**config.mk**
```make
export PLATFORM = sky130hd
export DESIGN_NAME = serial_addsub_ctrl
export DESIGN_NICKNAME = d
export VERILOG_FILES = /design/src/rtl/addsub_pkg.sv /design/src/rtl/nibble_addsub.sv /design/src/rtl/serial_addsub_ctrl.sv
export SDC_FILE = /design/constraint.sdc
export NUM_CORES = 1
export LEC_CHECK = 0
export ABC_AREA = 0
export BUFFER_PORTS_ARGS = -buffer_cell sky130_fd_sc_hd__buf_2
export CORE_MARGIN = 8
export CORE_UTILIZATION = 40
export DETAILED_ROUTE_END_ITERATION = 8
export GPL_TIMING_DRIVEN = 0
export SYNTH_ARGS = -nofsm -noshare
export SYNTH_HDL_FRONTEND = slang
export SYNTH_HIERARCHICAL = 1
export SYNTH_SLANG_ARGS = --single-unit
export TNS_END_PERCENT = 20
```
**constraint.sdc**
```tcl
create_clock -name clk -period 4.15 [get_ports clk]
set_input_delay 0 -clock clk [delete_from_list [all_inputs] [get_ports clk]]
set_output_delay 0 -clock clk [all_outputs]
set_load 0.05 [all_outputs]
```
**src/rtl/addsub_pkg.sv**
```systemverilog
// -----------------------------------------------------------------------------
// addsub_pkg
// Shared definitions for the nibble-serial add/subtract controller.
//   NIBBLE_W : width of the shared arithmetic slice (4 bits)
//   state_t  : controller FSM states (IDLE, RUN, DONE)
// -----------------------------------------------------------------------------
package addsub_pkg;

   localparam int NIBBLE_W = 4;

   typedef enum logic [1:0] {
      IDLE = 2'd0,
      RUN  = 2'd1,
      DONE = 2'd2
   } state_t;

endpackage : addsub_pkg

```
**src/rtl/nibble_addsub.sv**
```systemverilog
// -----------------------------------------------------------------------------
// nibble_addsub
// Purely combinational 4-bit add/subtract slice.
//   i_a, i_b : operand nibbles
//   i_cin    : carry into bit 0
//   i_sub    : 1 = use inverted B (caller supplies cin=1 for true subtract)
//   o_s      : 4-bit result, modulo 16
//   o_cout   : carry out of bit 3
//   o_c3     : carry into bit 3 (used by the caller for signed overflow)
// -----------------------------------------------------------------------------
module nibble_addsub
   import addsub_pkg::*;
(
   input  logic [NIBBLE_W-1:0] i_a,
   input  logic [NIBBLE_W-1:0] i_b,
   input  logic                i_cin,
   input  logic                i_sub,
   output logic [NIBBLE_W-1:0] o_s,
   output logic                o_cout,
   output logic                o_c3
);

   logic [NIBBLE_W-1:0] w_b_eff;
   logic [NIBBLE_W-1:0] w_low;   // bits 2:0 plus their carry into bit 3
   logic [1:0]          w_top;   // bit 3 plus carry out

   assign w_b_eff = i_sub ? ~i_b : i_b;

   // Split at bit 3 so the carry into the MSB is visible for overflow.
   assign w_low = {1'b0, i_a[2:0]} + {1'b0, w_b_eff[2:0]} + {3'b000, i_cin};
   assign w_top = {1'b0, i_a[3]} + {1'b0, w_b_eff[3]} + {1'b0, w_low[3]};

   assign o_s    = {w_top[0], w_low[2:0]};
   assign o_cout = w_top[1];
   assign o_c3   = w_low[3];

endmodule : nibble_addsub

```
**src/rtl/serial_addsub_ctrl.sv**
```systemverilog
// -----------------------------------------------------------------------------
// serial_addsub_ctrl
// Computes A+B+cin or A-B over N_NIBBLES clock cycles using one shared 4-bit
// slice, least-significant nibble first.
//
// Handshakes: a transfer happens on a rising edge where valid and ready are
// both 1. in_ready is 1 only in IDLE (and 0 while reset is held and on the
// first cycle out of reset); out_valid is 1 only in DONE and the result is
// held stable until out_ready is seen.
//
// Ports
//   clk, rst_n           : clock, asynchronous active-low reset
//   in_valid / in_ready  : request handshake
//   in_a, in_b           : W-bit operands (W = 4*N_NIBBLES)
//   in_sub               : 1 = A-B, 0 = A+B
//   in_cin               : carry-in, add only (subtract always injects 1)
//   out_valid / out_ready: result handshake
//   out_sum              : W-bit result, held in IDLE until overwritten
//   out_cout             : carry out of MSB (subtract: 1 = no borrow)
//   out_ovf              : two's-complement signed overflow
//   o_dbg_state          : current FSM state, for observation only
// -----------------------------------------------------------------------------
module serial_addsub_ctrl
   import addsub_pkg::*;
#(
   parameter int N_NIBBLES = 4
)(
   input  logic                            clk,
   input  logic                            rst_n,
   input  logic                            in_valid,
   output logic                            in_ready,
   input  logic [NIBBLE_W*N_NIBBLES-1:0]   in_a,
   input  logic [NIBBLE_W*N_NIBBLES-1:0]   in_b,
   input  logic                            in_sub,
   input  logic                            in_cin,
   output logic                            out_valid,
   input  logic                            out_ready,
   output logic [NIBBLE_W*N_NIBBLES-1:0]   out_sum,
   output logic                            out_cout,
   output logic                            out_ovf,
   output logic [1:0]                      o_dbg_state
);

   localparam int W     = NIBBLE_W * N_NIBBLES;
   localparam int IDX_W = (N_NIBBLES > 1) ? $clog2(N_NIBBLES) : 1;

   state_t              r_state;
   logic                r_in_ready;
   logic                r_out_valid;
   logic [W-1:0]        r_sum;
   logic                r_cout;
   logic                r_ovf;
   logic [IDX_W-1:0]    r_idx;
   logic                r_carry;
   logic [W-1:0]        r_a;      // shifted right one nibble per RUN cycle
   logic [W-1:0]        r_b;
   logic                r_sub;

   logic [NIBBLE_W-1:0] w_s;
   logic                w_cout;
   logic                w_c3;
   logic                w_last;

   // The operand registers shift, so the slice always sees the low nibble.
   nibble_addsub u_slice (
      .i_a    (r_a[NIBBLE_W-1:0]),
      .i_b    (r_b[NIBBLE_W-1:0]),
      .i_cin  (r_carry),
      .i_sub  (r_sub),
      .o_s    (w_s),
      .o_cout (w_cout),
      .o_c3   (w_c3)
   );

   assign w_last = (r_idx == IDX_W'(N_NIBBLES - 1));

   always_ff @(posedge clk or negedge rst_n) begin
      if (!rst_n) begin
         r_state     <= IDLE;
         r_in_ready  <= 1'b0;
         r_out_valid <= 1'b0;
         r_sum       <= '0;
         r_cout      <= 1'b0;
         r_ovf       <= 1'b0;
         r_idx       <= '0;
         r_carry     <= 1'b0;
         r_a         <= '0;
         r_b         <= '0;
         r_sub       <= 1'b0;
      end else begin
         case (r_state)
            IDLE: begin
               if (r_in_ready && in_valid) begin
                  r_a        <= in_a;
                  r_b        <= in_b;
                  r_sub      <= in_sub;
                  r_idx      <= '0;
                  // Subtract is A + ~B + 1, so cin is ignored there.
                  r_carry    <= in_sub ? 1'b1 : in_cin;
                  r_in_ready <= 1'b0;
                  r_state    <= RUN;
               end else begin
                  // Also raises in_ready on the first edge after reset.
                  r_in_ready <= 1'b1;
               end
            end

            RUN: begin
               // Only the addressed nibble changes; the rest keep the old result.
               for (int k = 0; k < N_NIBBLES; k++) begin
                  if (r_idx == IDX_W'(k)) begin
                     r_sum[k*NIBBLE_W +: NIBBLE_W] <= w_s;
                  end
               end
               r_carry <= w_cout;
               r_a     <= r_a >> NIBBLE_W;
               r_b     <= r_b >> NIBBLE_W;
               if (w_last) begin
                  r_idx       <= '0;
                  r_cout      <= w_cout;
                  // Overflow = carry into MSB xor carry out of MSB.
                  r_ovf       <= w_c3 ^ w_cout;
                  r_out_valid <= 1'b1;
                  r_state     <= DONE;
               end else begin
                  r_idx <= r_idx + 1'b1;
               end
            end

            DONE: begin
               if (out_ready) begin
                  r_out_valid <= 1'b0;
                  r_in_ready  <= 1'b1;
                  r_state     <= IDLE;
               end
            end

            default: begin
               r_out_valid <= 1'b0;
               r_in_ready  <= 1'b0;
               r_state     <= IDLE;
            end
         endcase
      end
   end

   assign in_ready    = r_in_ready;
   assign out_valid   = r_out_valid;
   assign out_sum     = r_sum;
   assign out_cout    = r_cout;
   assign out_ovf     = r_ovf;
   assign o_dbg_state = r_state;

endmodule : serial_addsub_ctrl

```
==> run_results.csv <==
group,metric,value,unit
run_status,status,"finished clean",
setup_path,critPathCaptureType,"register",
floorplanning,coreArea,6390,um^2
setup_path,crit_fanout,5,
global_route,antenna_found_initial,0,
cts,clk_path_buf_depth,2,
final_layout,layout-drive-gt1-share,25.2,%
hold_path,whs_path_depth,3,
logic_synthesis,synth_xor_area_share,1.99,%
final_layout,multi_input_area,1110,um^2
global_route,grt_pass1_wl,10900,um
cts,clkSinkCount,58,
logic_synthesis,synthCells,232,
drt,vias,2054,
floorplanning,pin_count,60,
timing,tns,0,ns
timing,finalMaxSlewViolations,0,
timing,hold_ws,0.0182,ns
timing,max_slew.worst_pin.slew,0.747,ns
global_route,grt_start_max_net_pins,59,
logic_synthesis,yosysTopAreaCell,"dfrtp_1",
logic_synthesis,yosysUniqueCellTypes,31,
timing,fin_ws,1.93,ns
logic_synthesis,synth-simple-area-share,9.55,%
logic_synthesis,synth_top_cells_by_area,"dfrtp_1, mux2i_1, nand2_1",
cts,post_cts_resized,0,
timing,slew_headroom,50.2,%
timing,period_minus_slack,2.22,ns
final_layout,final_common_cell,"buf_2",
pwr,p_leak,1.65,nW
cts,post_cts_buffers,0,
logic_synthesis,synthMuxAreaShare,16.7,%
floorplanning,die_w,97.3,um
place,numPortBuffers,59,
logic_synthesis,syn_nets,279,
flow_run,drv_cap,0,
final_layout,layout.nets,384,
cts,cts_htree_levels,3,
drt,drt-total-wl,6460,um
setup_path,path_class,"reg -> reg",
cts,path_clk_slew,0.06,ns
floorplanning,dieArea,9470,um^2
final_layout,fillers,588,
timing,max_freq,450,MHz
place,dp_hpwl,4410,um
cts,cts_hold_buf,35,
setup_path,required,4.37,ns
logic_synthesis,synth_compound_gate_area_share,8.61,%
final_layout,antenna_cells,0,
timing,hold_viol,0,
setup_path,r2r_cells,6,
final_layout,final_util,55.8,%
setup_path,worstPathArrival,2.44,ns
global_route,grt_use_total,14.1,%
logic_synthesis,synth_seq_area_share,54.8,%
logic_synthesis,yosys.area_share.adder,5.11,%
drt,drt_iter0_drc,54,
drt,ant_nets,0,
place,dp_slack,1.95,ns
place,place_congestion,0.711,
logic_synthesis,synth_area,2650,um^2
hold_path,hold_class,"in -> reg",
drt,wire_per_inst,15.4,um
drt,firstDrtPassIters,4,
timing,finalCritPeriodShare,53.6,%
drt,viasPerCell,4.91,
global_route,grt_pass1_vias,2196,
logic_synthesis,netlist.area_leader.share,54.8,%
logic_synthesis,yosys_warnings,6,
global_route,grt-ovfl-total,0,
cts,cts_tree,"built",
setup_path,startpoint_type,"register",
cts,cts_made_buffers,9,
pwr,power.density,839,nW/um^2
cts,cts_root_buf,"clkbuf_8",
final_layout,final_cell_mix,"buf_2, dfrtp_1, nand2_1",
drt,drc,0,
logic_synthesis,syn_area_per_cell,11.4,um^2
floorplanning,die_h,97.3,um
floorplanning,row_count,29,
timing,setup_viol,0,
final_layout,regArea,1450,um^2
cts,clk_latency,0.33,ns
pwr,ir_drop,0.567,mV
logic_synthesis,synth_top_family_by_area,"multiplexers",
timing,clock_skew,0.00688,ns
final_layout,synthToLayoutAreaGrowth,34.6,%
floorplanning,start_util,41.4,%
timing,rsz0062_at_grt,"no",
logic_synthesis,ys_seq_elements,58,
## synth_stat cells (all sizes together)
master,instances
dfrtp,58
nand2,47
o21ai,35
mux2i,24
mux2,18
buf,11
ha,6
xor2,5
nor2,4
fa,3
nand2b,3
a211oi,2
a21oi,2
clkbuf,2
inv,2
o31ai,2
and4bb,1
nand3,1
nand3b,1
nor2b,1
nor3,1
o21bai,1
or3,1
xnor2,1
## layout make-up
| type | instances | share of cell area, % |
|---|---|---|
| clock buffers | 12 | 4.36 |
| flip-flops and latches | 58 | 40.8 |
| repair buffers | 94 | 18.2 |
| clock inverters | 3 | 0.422 |
| inverters | 2 | 0.211 |
| well taps | 77 | 2.71 |
| multi-input cells | 159 | 31.2 |
| plain buffers | 13 | 2.14 |
## critical path, stage by stage, from the launching register on
cell     delay [ns]
dfrtp_1        0.44
xor2_1         0.19
fa_1           0.42
nand3_1        0.10
nand2_1        0.10
fa_1           0.54
mux2_1         0.31
## flip-flops by register name, indices dropped and copies added, names as in the netlist, 2 cells and up
register and count:
r_a 16, out_sum 16, r_idx 2, r_b 16, o_dbg_state 2
## final timing paths
path                       startpoint          end  slack, ns
hold / removal                 in_cin      r_carry       0.02
hold reg to reg            out_sum[1]   out_sum[1]       0.48
setup / recovery                r_sub  out_sum[11]       1.93
setup reg to reg                r_sub  out_sum[11]       1.93
max in group asynchronous       rst_n      r_a[15]       3.38
min in group asynchronous       rst_n  out_sum[10]       0.27
## logic make-up after synthesis
family	after synthesis
buf+inv	15
simple gates	60
fa+ha+maj	9
compound gates	42
mux	42
flops	58
xor+xnor	6
## routing by layer
| layer | up-vias | track usage, % | part of all wire (%) |
|---|---|---|---|
| met5 | - | 0 | 0 |
| met4 | 0 | 5.94 | 1.2 |
| met3 | 8 | 4.05 | 4.6 |
| met2 | 54 | 22.8 | 48 |
| met1 | 995 | 17.3 | 46 |
| li1 | 997 | - | - |
## per-stage QoR
step | cells | instance area (um^2) | total power [mW]
after global placement | 368 | 3040 | 2.49
after global routing | 418 | 3560 | 3.21
after floorplan | 232 | 2650 | 2.12
after detailed placement | 368 | 3040 | 2.53
after CTS | 418 | 3560 | 3.02
final | 418 | 3560 | 2.99
## where the power goes
group / switching (mW) / internal, mW / leakage, nW
Sequential: 0.146 / 0.817 / 0.732
Clock: 0.218 / 0.243 / 0.0920
Combinational: 1.02 / 0.546 / 0.830
Total: 1.38 / 1.61 / 1.65
No activity file was read; power rests on OpenSTA's default activity.
